--- config.mk ---
export PLATFORM = sky130hd
export DESIGN_NAME = mp_intc_flat
export DESIGN_NICKNAME = d
export VERILOG_FILES = /design/src/rtl/mp_intc_if.sv /design/src/rtl/mp_intc.sv /design/src/flat_wrapper.sv
export SDC_FILE = /design/constraint.sdc
export NUM_CORES = 1
export LEC_CHECK = 0
export CAP_MARGIN = 20
export CELL_PAD_IN_SITES_DETAIL_PLACEMENT = 1
export CELL_PAD_IN_SITES_GLOBAL_PLACEMENT = 1
export CORE_ASPECT_RATIO = 1.25
export CORE_MARGIN = 5
export CORE_UTILIZATION = 40
export DETAILED_ROUTE_END_ITERATION = 6
export DONT_BUFFER_PORTS = 1
export PLACE_DENSITY_LB_ADDON = 0.1
export SLEW_MARGIN = 0
export SYNTH_ARGS = -nofsm -noshare
export SYNTH_HDL_FRONTEND = slang
export SYNTH_SLANG_ARGS = --single-unit
export TNS_END_PERCENT = 5
--- constraint.sdc ---
create_clock -name sys_clk -period 2.2 [get_ports sys_clk]
set_clock_uncertainty 0.1 [all_clocks]
set_input_delay 0.44 -clock sys_clk [delete_from_list [all_inputs] [get_ports sys_clk]]
set_output_delay 0.44 -clock sys_clk [all_outputs]
set_load 0.02 [all_outputs]
--- src/rtl/mp_intc_if.sv ---
// mp_intc_if
//   Config-register port of the mp_intc interrupt controller.
//
//   Handshake: the master raises cfg_req with cfg_rwn/cfg_adr/cfg_wdata
//   valid in the same cycle. The slave always accepts (there is no ready
//   signal). A write takes effect on that clock edge. cfg_ack is high for
//   exactly one cycle on the following cycle, and cfg_rdata is valid only
//   while cfg_ack is high (it is 0 for writes). Holding cfg_req high issues
//   one access per cycle, and each access is acked one cycle later.
//
//   Signals:
//     cfg_req    master->slave  access request
//     cfg_rwn    master->slave  1 = read, 0 = write
//     cfg_adr    master->slave  register index (3 bits)
//     cfg_wdata  master->slave  write data (32 bits)
//     cfg_ack    slave->master  one-cycle completion
//     cfg_rdata  slave->master  read data (32 bits)
interface mp_intc_if;
    logic        cfg_req;
    logic        cfg_rwn;
    logic [2:0]  cfg_adr;
    logic [31:0] cfg_wdata;
    logic        cfg_ack;
    logic [31:0] cfg_rdata;

    modport master (
        output cfg_req, cfg_rwn, cfg_adr, cfg_wdata,
        input  cfg_ack, cfg_rdata
    );

    modport slave (
        input  cfg_req, cfg_rwn, cfg_adr, cfg_wdata,
        output cfg_ack, cfg_rdata
    );
endinterface

--- src/rtl/mp_intc.sv ---
// mp_intc
//   Machine-level interrupt controller that feeds the core's branch unit.
//   It collects NIRQ external request lines, each of which is edge or level
//   triggered. It arbitrates so that the lowest-numbered source wins, and it
//   hands the core a registered exi/exi_code pair. It also tracks the global
//   enable (mie), the cause, and the saved PC (mepc) on interrupt or ecall
//   entry.
//
//   Optional feature macro: MP_INTC_VECTORED_EN
//     defined   : mvec = MVEC + {exi_code, 2'b00} while exi is high
//     undefined : mvec = MVEC always (single shared vector)
//
//   Ports:
//     sys_clk, sys_rst  clock, synchronous active-high reset
//     irq_in[NIRQ]      external requests, already synchronous to sys_clk
//     swi               ecall pulse; unconditional entry with cause 0
//     mie_set           wfi/mret pulse; sets mie
//     pc_epc[32]        PC that is captured into mepc on entry
//     mie, exi          global enable, external interrupt request
//     exi_code[5]       winning source index + 1 (0 when exi is low)
//     mvec[32], mepc[32] vector and saved PC
//     cfg               config-register port (mp_intc_if.slave)
//
//   Register map (cfg_adr):
//     0 STATUS  bit0 mie, bits 12:8 cause
//     1 ENABLE  2 PENDING (W1C)  3 EDGE  4 MVEC (bits 1:0 read as 0)
//     5 MEPC    6 SWSET (write-1 sets edge pending, reads 0)  7 reserved
module mp_intc #(
    parameter int          NIRQ     = 8,
    parameter logic [31:0] MVEC_RST = 32'h0000_0100
) (
    input  logic            sys_clk,
    input  logic            sys_rst,
    input  logic [NIRQ-1:0] irq_in,
    input  logic            swi,
    input  logic            mie_set,
    input  logic [31:0]     pc_epc,
    output logic            mie,
    output logic            exi,
    output logic [4:0]      exi_code,
    output logic [31:0]     mvec,
    output logic [31:0]     mepc,
    mp_intc_if.slave        cfg
);

    localparam logic [2:0] ADR_STATUS  = 3'd0;
    localparam logic [2:0] ADR_ENABLE  = 3'd1;
    localparam logic [2:0] ADR_PENDING = 3'd2;
    localparam logic [2:0] ADR_EDGE    = 3'd3;
    localparam logic [2:0] ADR_MVEC    = 3'd4;
    localparam logic [2:0] ADR_MEPC    = 3'd5;
    localparam logic [2:0] ADR_SWSET   = 3'd6;

    logic [4:0]      cause;
    logic [NIRQ-1:0] enable_r;
    logic [NIRQ-1:0] pending_r;
    logic [NIRQ-1:0] edge_mode;
    logic [NIRQ-1:0] irq_d;
    logic [31:0]     mvec_r;

    logic [NIRQ-1:0] rise;
    logic [NIRQ-1:0] pend_eff;
    logic [NIRQ-1:0] req;
    logic [NIRQ-1:0] take_clr;
    logic [NIRQ-1:0] clr_v;
    logic [NIRQ-1:0] set_v;
    logic [NIRQ-1:0] pend_nxt;
    logic [4:0]      code_nxt;
    logic [31:0]     rdata_nxt;
    logic            cfg_wr;
    logic            take;

    assign cfg_wr = cfg.cfg_req & ~cfg.cfg_rwn;
    // ecall has priority over an external take. A pending exi is held over.
    assign take   = exi & mie & ~swi;
    assign rise   = irq_in & ~irq_d;

    // Level sources bypass the pending register. This keeps their latency
    // to exi at a single cycle, and it makes W1C or a take meaningless for them.
    assign pend_eff = (pending_r & edge_mode) | (irq_in & ~edge_mode);
    assign req      = pend_eff & enable_r;

    always_comb begin
        take_clr = '0;
        for (int i = 0; i < NIRQ; i++) begin
            take_clr[i] = take && (exi_code == 5'(i + 1));
        end

        clr_v = take_clr;
        if (cfg_wr && cfg.cfg_adr == ADR_PENDING) begin
            clr_v = clr_v | cfg.cfg_wdata[NIRQ-1:0];
        end

        set_v = rise;
        if (cfg_wr && cfg.cfg_adr == ADR_SWSET) begin
            set_v = set_v | cfg.cfg_wdata[NIRQ-1:0];
        end

        // Sets are applied after clears, so an edge coincident with a clear survives.
        pend_nxt = (edge_mode & ((pending_r & ~clr_v) | set_v)) | (~edge_mode & irq_in);
    end

    // Lowest-numbered requesting source wins. The loop scans downward so the
    // last assignment is the lowest index.
    always_comb begin
        code_nxt = '0;
        for (int i = NIRQ - 1; i >= 0; i--) begin
            if (req[i]) begin
                code_nxt = 5'(i + 1);
            end
        end
    end

    always_comb begin
        rdata_nxt = '0;
        if (cfg.cfg_req && cfg.cfg_rwn) begin
            case (cfg.cfg_adr)
                ADR_STATUS:  begin
                    rdata_nxt[0]    = mie;
                    rdata_nxt[12:8] = cause;
                end
                ADR_ENABLE:  rdata_nxt[NIRQ-1:0] = enable_r;
                ADR_PENDING: rdata_nxt[NIRQ-1:0] = pend_eff;
                ADR_EDGE:    rdata_nxt[NIRQ-1:0] = edge_mode;
                ADR_MVEC:    rdata_nxt = mvec_r;
                ADR_MEPC:    rdata_nxt = mepc;
                default:     rdata_nxt = '0;
            endcase
        end
    end

    always_ff @(posedge sys_clk) begin
        if (sys_rst) begin
            mie           <= 1'b0;
            exi           <= 1'b0;
            exi_code      <= '0;
            cause         <= '0;
            enable_r      <= '0;
            pending_r     <= '0;
            edge_mode     <= '0;
            irq_d         <= '0;
            mepc          <= '0;
            mvec_r        <= MVEC_RST;
            cfg.cfg_ack   <= 1'b0;
            cfg.cfg_rdata <= '0;
        end else begin
            irq_d         <= irq_in;
            pending_r     <= pend_nxt;
            exi           <= |req;
            exi_code      <= code_nxt;
            cfg.cfg_ack   <= cfg.cfg_req;
            cfg.cfg_rdata <= rdata_nxt;

            if (cfg_wr) begin
                case (cfg.cfg_adr)
                    ADR_STATUS: begin
                        mie   <= cfg.cfg_wdata[0];
                        cause <= cfg.cfg_wdata[12:8];
                    end
                    ADR_ENABLE: enable_r  <= cfg.cfg_wdata[NIRQ-1:0];
                    ADR_EDGE:   edge_mode <= cfg.cfg_wdata[NIRQ-1:0];
                    ADR_MVEC:   mvec_r    <= {cfg.cfg_wdata[31:2], 2'b00};
                    ADR_MEPC:   mepc      <= cfg.cfg_wdata;
                    default:    ;
                endcase
            end

            // Entry events are placed after the config write. Because the
            // last assignment wins, they override any STATUS/MEPC write in the same cycle.
            if (swi) begin
                mepc  <= pc_epc;
                mie   <= 1'b0;
                cause <= '0;
            end else if (take) begin
                mepc  <= pc_epc;
                mie   <= 1'b0;
                cause <= exi_code;
            end else if (mie_set) begin
                mie   <= 1'b1;
            end
        end
    end

`ifdef MP_INTC_VECTORED_EN
    assign mvec = exi ? (mvec_r + {25'd0, exi_code, 2'b00}) : mvec_r;
`else
    assign mvec = mvec_r;
`endif

endmodule

--- src/flat_wrapper.sv ---
// flat-port wrapper written by rule: the top's interface ports become plain ports
module mp_intc_flat 
#(
    parameter int          NIRQ     = 8,
    parameter logic [31:0] MVEC_RST = 32'h0000_0100
)
  (sys_clk, sys_rst, irq_in, swi, mie_set, pc_epc, mie, exi, exi_code, mvec, mepc, cfg_cfg_req, cfg_cfg_rwn, cfg_cfg_adr, cfg_cfg_wdata, cfg_cfg_ack, cfg_cfg_rdata);
  mp_intc_if cfg_i ();
  input  logic sys_clk;
  input  logic sys_rst;
  input  logic [NIRQ-1:0] irq_in;
  input  logic swi;
  input  logic mie_set;
  input  logic [31:0] pc_epc;
  output logic mie;
  output logic exi;
  output logic [4:0] exi_code;
  output logic [31:0] mvec;
  output logic [31:0] mepc;
  input wire logic [$bits(cfg_i.cfg_req)-1:0] cfg_cfg_req;
  input wire logic [$bits(cfg_i.cfg_rwn)-1:0] cfg_cfg_rwn;
  input wire logic [$bits(cfg_i.cfg_adr)-1:0] cfg_cfg_adr;
  input wire logic [$bits(cfg_i.cfg_wdata)-1:0] cfg_cfg_wdata;
  output wire logic [$bits(cfg_i.cfg_ack)-1:0] cfg_cfg_ack;
  output wire logic [$bits(cfg_i.cfg_rdata)-1:0] cfg_cfg_rdata;
  assign cfg_i.cfg_req = cfg_cfg_req;
  assign cfg_i.cfg_rwn = cfg_cfg_rwn;
  assign cfg_i.cfg_adr = cfg_cfg_adr;
  assign cfg_i.cfg_wdata = cfg_cfg_wdata;
  assign cfg_cfg_ack = cfg_i.cfg_ack;
  assign cfg_cfg_rdata = cfg_i.cfg_rdata;
  mp_intc #(.NIRQ(NIRQ), .MVEC_RST(MVEC_RST)) u_core (.sys_clk(sys_clk), .sys_rst(sys_rst), .irq_in(irq_in), .swi(swi), .mie_set(mie_set), .pc_epc(pc_epc), .mie(mie), .exi(exi), .exi_code(exi_code), .mvec(mvec), .mepc(mepc), .cfg(cfg_i));
endmodule
# After elaboration in Yosys (flattened, before gate mapping)
# Cells that the tools add are included.
word_totals:
  regBits: 138
  input_bits: 81
  out_inout_bits: 104
  elab_cells: 104
classes:
  n_eq_ne: 14
  muxes: 24
  bitwise_logic: 20
  n_reduce_logical: 31
ops:
  columns: ["operator", "count"]
  rows:
  - ["$mux W32", 4]
  - ["$and A8 B8 Y8", 6]
  - ["$or A8 B8 Y8", 5]
  - ["$pmux W19 S2", 1]
  - ["$pmux W7 S5", 1]
  - ["$not A8 Y8", 3]
  - ["$eq A4 B3 Y1 const B", 4]
  - ["$mux W8", 2]
  - ["$reduce_or A8 Y1", 2]
  - ["$mux W5", 3]
  - ["$pmux W5 S3", 1]
  - ["$mux W3", 4]
  - ["$reduce_and A2 Y1", 6]
  - ["$logic_and A1 B1 Y1", 11]
  - ["$eq A3 B3 Y1 const B", 3]
  - ["$eq A4 B2 Y1 const B", 2]
  - ["$reduce_bool A2 Y1", 4]
  - ["$eq A3 B2 Y1 const B", 2]
  - ["$reduce_bool A3 Y1", 2]
  - ["$reduce_or A2 Y1", 3]
  - ["$pmux W1 S5", 1]
  - ["$eq A4 B1 Y1 const B", 1]
  - ["$eq A4 B4 Y1 const B", 1]
  - ["$mux W1", 4]
  - ["8 further kinds", 13]

# Longest topological paths before layout
logic_depth:
  ltp_word: 12
  mapped_depth: 7
  depth_no_buf: 4

# Worst setup path after synthesis
# No wires, ideal clock.
synth_path:
  path_type: "in2reg"
  start: "input cfg_cfg_adr[1]"
  end: "register u_core.pending_r[5]"
  setup_ns: 0.122
  arrival_ns: 1.514
  required_ns: 1.978
  path_slack_ns: 0.464
  cell_stages: 5
  n_path_buf: 1
  path_cell_list: "buf_4 or3b_1 nor2_2 a2111oi_0 a311o_1"
synth_between:
  elab_chain_cells: 8
  elab_cells_between_ends: 11
  classes_between: "eq/ne: 2; mux: 2; bitwise: 5; reduce/logical: 2"
synth_rtl:
  columns: ["item", "line_no", "text"]
  rows:
  - ["start: declaration", "flat_wrapper.sv:22", "input wire logic [$bits(cfg_i.cfg_adr)-1:0] cfg_cfg_adr;"]
  - ["$eq A3 B2 Y1", "mp_intc.sv:90", "if (cfg_wr && cfg.cfg_adr == ADR_PENDING) begin"]
  - ["$logic_and A1 B1 Y1", "mp_intc.sv:90", null]
  - ["$mux W8", "mp_intc.sv:90", null]
  - ["$not A8 Y8", "mp_intc.sv:100", "pend_nxt = (edge_mode & ((pending_r & ~clr_v) | set_v)) | (~edge_mode & irq_in);"]
  - ["$and A8 B8 Y8", "mp_intc.sv:100", null]
  - ["$or A8 B8 Y8 *", "mp_intc.sv:100", null]
  - ["$and A8 B8 Y8 *", "mp_intc.sv:100", null]
  - ["$or A8 B8 Y8 *", "mp_intc.sv:100", null]
  - ["end signal: assignment", "mp_intc.sv:148", "pending_r <= pend_nxt;"]
  - ["end: declaration", "mp_intc.sv:56", "logic [NIRQ-1:0] pending_r;"]
# Every way passes the cells marked *; elsewhere a longest branch is shown, timed or not.
# A chain may end at the register's enable or synchronous reset.

# Worst setup path in the final report
layout_path:
  start: "register u_core.exi"
  end: "register u_core.cause[3]"
layout_between:
  elab_chain_cells: 4
  elab_cells_between_ends: 6
  classes_between: "mux: 1; bitwise: 2; reduce/logical: 3"
layout_rtl:
  columns: ["item", "line_no", "text"]
  rows:
  - ["start: declaration", "mp_intc.sv:39", "output logic exi,"]
  - ["start signal: assignment", "mp_intc.sv:149", "exi <= |req;"]
  - ["$and A1 B1 Y1 * (2 in series)", "mp_intc.sv:75", "assign take = exi & mie & ~swi;"]
  - ["$reduce_bool A2 Y1 (no source line)", null, null]
  - ["$reduce_and A2 Y1 (no source line)", null, null]
  - ["end signal: assignment", "mp_intc.sv:158", "cause <= cfg.cfg_wdata[12:8];"]
  - ["end signal: assignment", "mp_intc.sv:177", "cause <= exi_code;"]
  - ["end: declaration", "mp_intc.sv:54", "logic [4:0] cause;"]
# Marks and branches as above.

==> impl_results.md <==
* Max_slew headroom at 65.20%
* Fraction of the yosys area taken by sequential cells at 46.51%
* Die height at 146.2 um
* Boundary Pins at 185
* Overall routed net length at between 20000 and 25000 um
* Most used flip-flop cell after synthesis: dfxtp_1
* Top area cells in the synthesized netlist: dfxtp_1 47%, nand2_1 9.5%, a311oi_2 5.1%
* Worst Hold Class: input pin to register
* Hold path startpoint: cfg_cfg_adr[2]
* YS warnings at 0
* Simple-gate share of the synthesized area at between 20% and 30%
* Synthesized cell area at roughly 0.006 mm^2
* Fraction of synthesized cell area in xor and xnor cells at 0%
* Max Root-Sink Buffers at 2
* Clock tree from TritonCTS: built
* Leak at 2.557 nW
* Type of the setup path with the least slack: register to register
* Antenna violations before repair at 0
* Synth Register Bits at about 140
* Pin count of the biggest net entering global routing at between 60 and 70
* Final #Nets at 781
* Final count of negative-setup-slack endpoints at 0
* DR DRC count at 0
* Area leader, netlist: dfxtp_1
* Area delta synth->final at 17.72%
* Sum of negative setup slack at 0 ps
* Overall via count from detail_route at 5239
* Routability congestion estimate from global placement at roughly 0.84
* Number of distinct library cell variants in the gate-level netlist after synthesis at 52
* Row count at 49
* Hold WS at 26.16 ps
* Skew-Pair Late Insertion Delay at about 420 ps
* CTS Hold Buffers Added at 23
* Number of global-route vias before repair at approximately 5600
* Fraction of layout instances using a drive strength above 1 at 12.52%
* Buffering stage count on the worst path with inverters included at 2
* Post-detailed-route wirelength per cell at 23.13 um
* Level count of the clock H-tree at 4
* PostCTS Resize Cnt at 0
* Clk sinks at 138
* Effective utilization at floorplan at 41.05%
* Multiplexer fraction of the synthesized cell area at 5.667%
* Largest delay contributor family on the critical path: buffers and inverters
* Remaining number of nets flagged by the antenna check after routing at 0
* Part of the cycle the worst path needs at 94.49%
* Clock-pin transition on the worst setup and hold timing paths at about 60 ps
* Placeable core region at 0.01447 mm^2
* Sort of element at the end of the critical path: register
* Startpoint class of the critical path: register
* Minimum clock period at 2079 ps
* Worst slack, placed at roughly 410 ps
* Wire length of the first global-routing pass at 32290 um
* Congestion Overflow GR at 0
* Data required time of the worst path at around 2400 ps
* Post-CTS Setup Bufs at 0
* Number of buffers inserted during clock tree synthesis at 17
* Worst-path fanout max at 5
* Adder and majority gate portion of the synthesized area at 0%
* Fin worst setup slack at 121.2 ps
* Mean post-synth cell area at 8.696 um^2
* Worst VDD drop at 0.4845 mV
* Via count normalized by instance count at 5.893
* Fraction of synthesized cell area taken by the top area cell type at 46.51%
* Result of the run: completed
* Die outline area at between 0.015 and 0.02 mm^2
* Measured slew at the worst slew-check pin at roughly 500 ps
* Number of iterations in the first detailed-routing pass at 5
* Crit path arrival time at 2290 ps
* HPWL after DPL at about 14000 um
* Width of the die at 119.0 um
* First-iteration detailed-routing DRC count at 248
* Slew Limit Fails at 0
* Worst path max stage delay at 570 ps
* Combinational family with the most area after synthesis: simple AND/OR/NAND/NOR gates
* Start point of the critical path: u_core.exi
* Slowest library cell on the worst path: dlygate4sd3_1
* Final count of hold timing violations at 0
* Cell Pwr Density at 856.2 mW/mm^2
* Timing-limited maximum frequency at 481.0 MHz
* Critical R2R Launch: u_core.exi
* List of cells traversed by the critical path: nor4bb_2, buf_4, a2111oi_1, dlygate4sd3_1
* I/O Buffers at 0
* Number of cells produced by synthesis at 683
* Clock Tree Root: clkbuf_16
* Global-route usage over all layers at 23.63%
* Unrepaired setup endpoints after global routing: no
* Post-synth EDFFs at 0
* Commonest cells in the netlist: 151 x nand2_1, 138 x dfxtp_1, 79 x nor2_1, 47 x a21oi_1, 28 x mux2i_1
* # Max-Cap Violations at 0
* Count of antenna diodes in the layout at 0
* FFs w/ async S/R, synth at 0%
* Synth Area in Compound Gates at between 20 and 25%
* Top-count cell post-synth: nand2_1
-- per-layer routing --
metal / vias up / wire (um) / part of all wire [%] / GRT usage [%]
li1: 2440 / - / - / -
met4: 0 / 637 / 3.1 / 11.19
met1: 2585 / 7842 / 38 / 24.96
met5: - / 0 / 0 / 0
met3: 35 / 1446 / 7.0 / 7.582
met2: 179 / 10640 / 52 / 42.23
-- final cells by class --
cell class	count	area (um^2)
clock inverters	7	90.09
inverters	4	15.01
flip-flops and latches	138	2763
repair buffers	48	473.0
clock buffers	23	498.0
well taps	178	222.7
multi-input cells	491	2930
fillers	1666	7477
-- logic make-up (layout without fill, tap and decap cells) --
kind of cell / after synthesis / in the layout
AND/OR/NAND/NOR: 302 / 302
other: 1 / 3
flip-flops: 138 / 138
buffers and inverters: 56 / 82
AO/OA/AOI/OAI: 153 / 153
multiplexers: 33 / 33
-- report_power, final --
part	switching, mW	internal, mW	total, mW
clock	1.05	1.80	2.85
combinational	0.243	0.168	0.411
sequential	0.144	2.58	2.72
total	1.44	4.55	5.99
-- registers in the layout (all words and copies together), names as in the netlist --
name,flops
u_core.enable_r,8
u_core.cause,5
u_core.irq_d,8
u_core.mepc,32
u_core.mvec,30
u_core.edge_mode,8
u_core.exi,1
u_core.pending_r,8
u_core.cfg.cfg_rdata,32
u_core.exi_code,4
u_core.cfg.cfg_ack,1
u_core.mie,1
-- worst reg2reg max path, stage by stage (launching register included) --
cell and delay [ps]:
dfxtp_1 480, nor4bb_2 530, buf_4 230, a2111oi_1 60, dlygate4sd3_1 570
-- layout by cell type, fill, tap and decap left out, types with 3 or more instances in the layout --
| cell | synthesis | routed |
|---|---|---|
| nand2_1 | 151 | 151 |
| dfxtp_1 | 138 | 138 |
| nor2_1 | 79 | 79 |
| a21oi_1 | 47 | 46 |
| mux2i_1 | 28 | 28 |
| dlygate4sd3_1 | 0 | 22 |
| buf_4 | 9 | 22 |
| a22oi_1 | 20 | 20 |
| a311oi_2 | 20 | 20 |
| nand3_1 | 18 | 18 |
| clkbuf_16 | 0 | 17 |
| nor2b_1 | 15 | 15 |
| a311oi_1 | 12 | 12 |
| a221oi_1 | 8 | 8 |
| and2_1 | 7 | 7 |
| o21ai_0 | 6 | 6 |
| nor3_1 | 5 | 5 |
| mux2_2 | 5 | 5 |
| nand2b_1 | 5 | 5 |
| a31oi_1 | 5 | 5 |
| clkbuf_8 | 0 | 5 |
| inv_1 | 4 | 4 |
| nand4_1 | 4 | 4 |
| and3_1 | 4 | 4 |
| a211o_1 | 3 | 3 |
| nor3b_2 | 3 | 3 |
| and3b_1 | 3 | 3 |
| o2bb2ai_1 | 3 | 3 |
| a21boi_0 | 3 | 3 |
| a311o_1 | 3 | 3 |
| a32oi_1 | 3 | 3 |
| conb_1 | 1 | 3 |
| clkinv_2 | 0 | 3 |
| buf_12 | 0 | 3 |
-- worst paths after layout --
| path | end | slack [ps] | cells past startpoint |
|---|---|---|---|
| worst min register to register | u_core.enable_r[1] | 380 | 2 |
| worst max register to register | u_core.cause[3] | 120 | 4 |
| worst max-delay path | u_core.cause[3] | 120 | 4 |
| worst min-delay path | u_core.cfg.cfg_rdata[0] | 30 | 1 |
-- through the flow --
| step | std cells | util [%] | area, um^2 | power (mW) |
|---|---|---|---|---|
| 3_3_place_gp | 836 | 42.55 | 6156 | 3.128 |
| 5_1_grt | 889 | 48.32 | 6992 | 6.220 |
| 3_5_place_dp | 836 | 42.55 | 6156 | 3.144 |
| 2_1_floorplan | 685 | - | 5947 | 3.073 |
| 4_1_cts | 889 | 48.32 | 6992 | 6.062 |
| 6_report | 889 | 48.32 | 6992 | 5.986 |
Note: power is estimated with default switching activity, not from simulation.
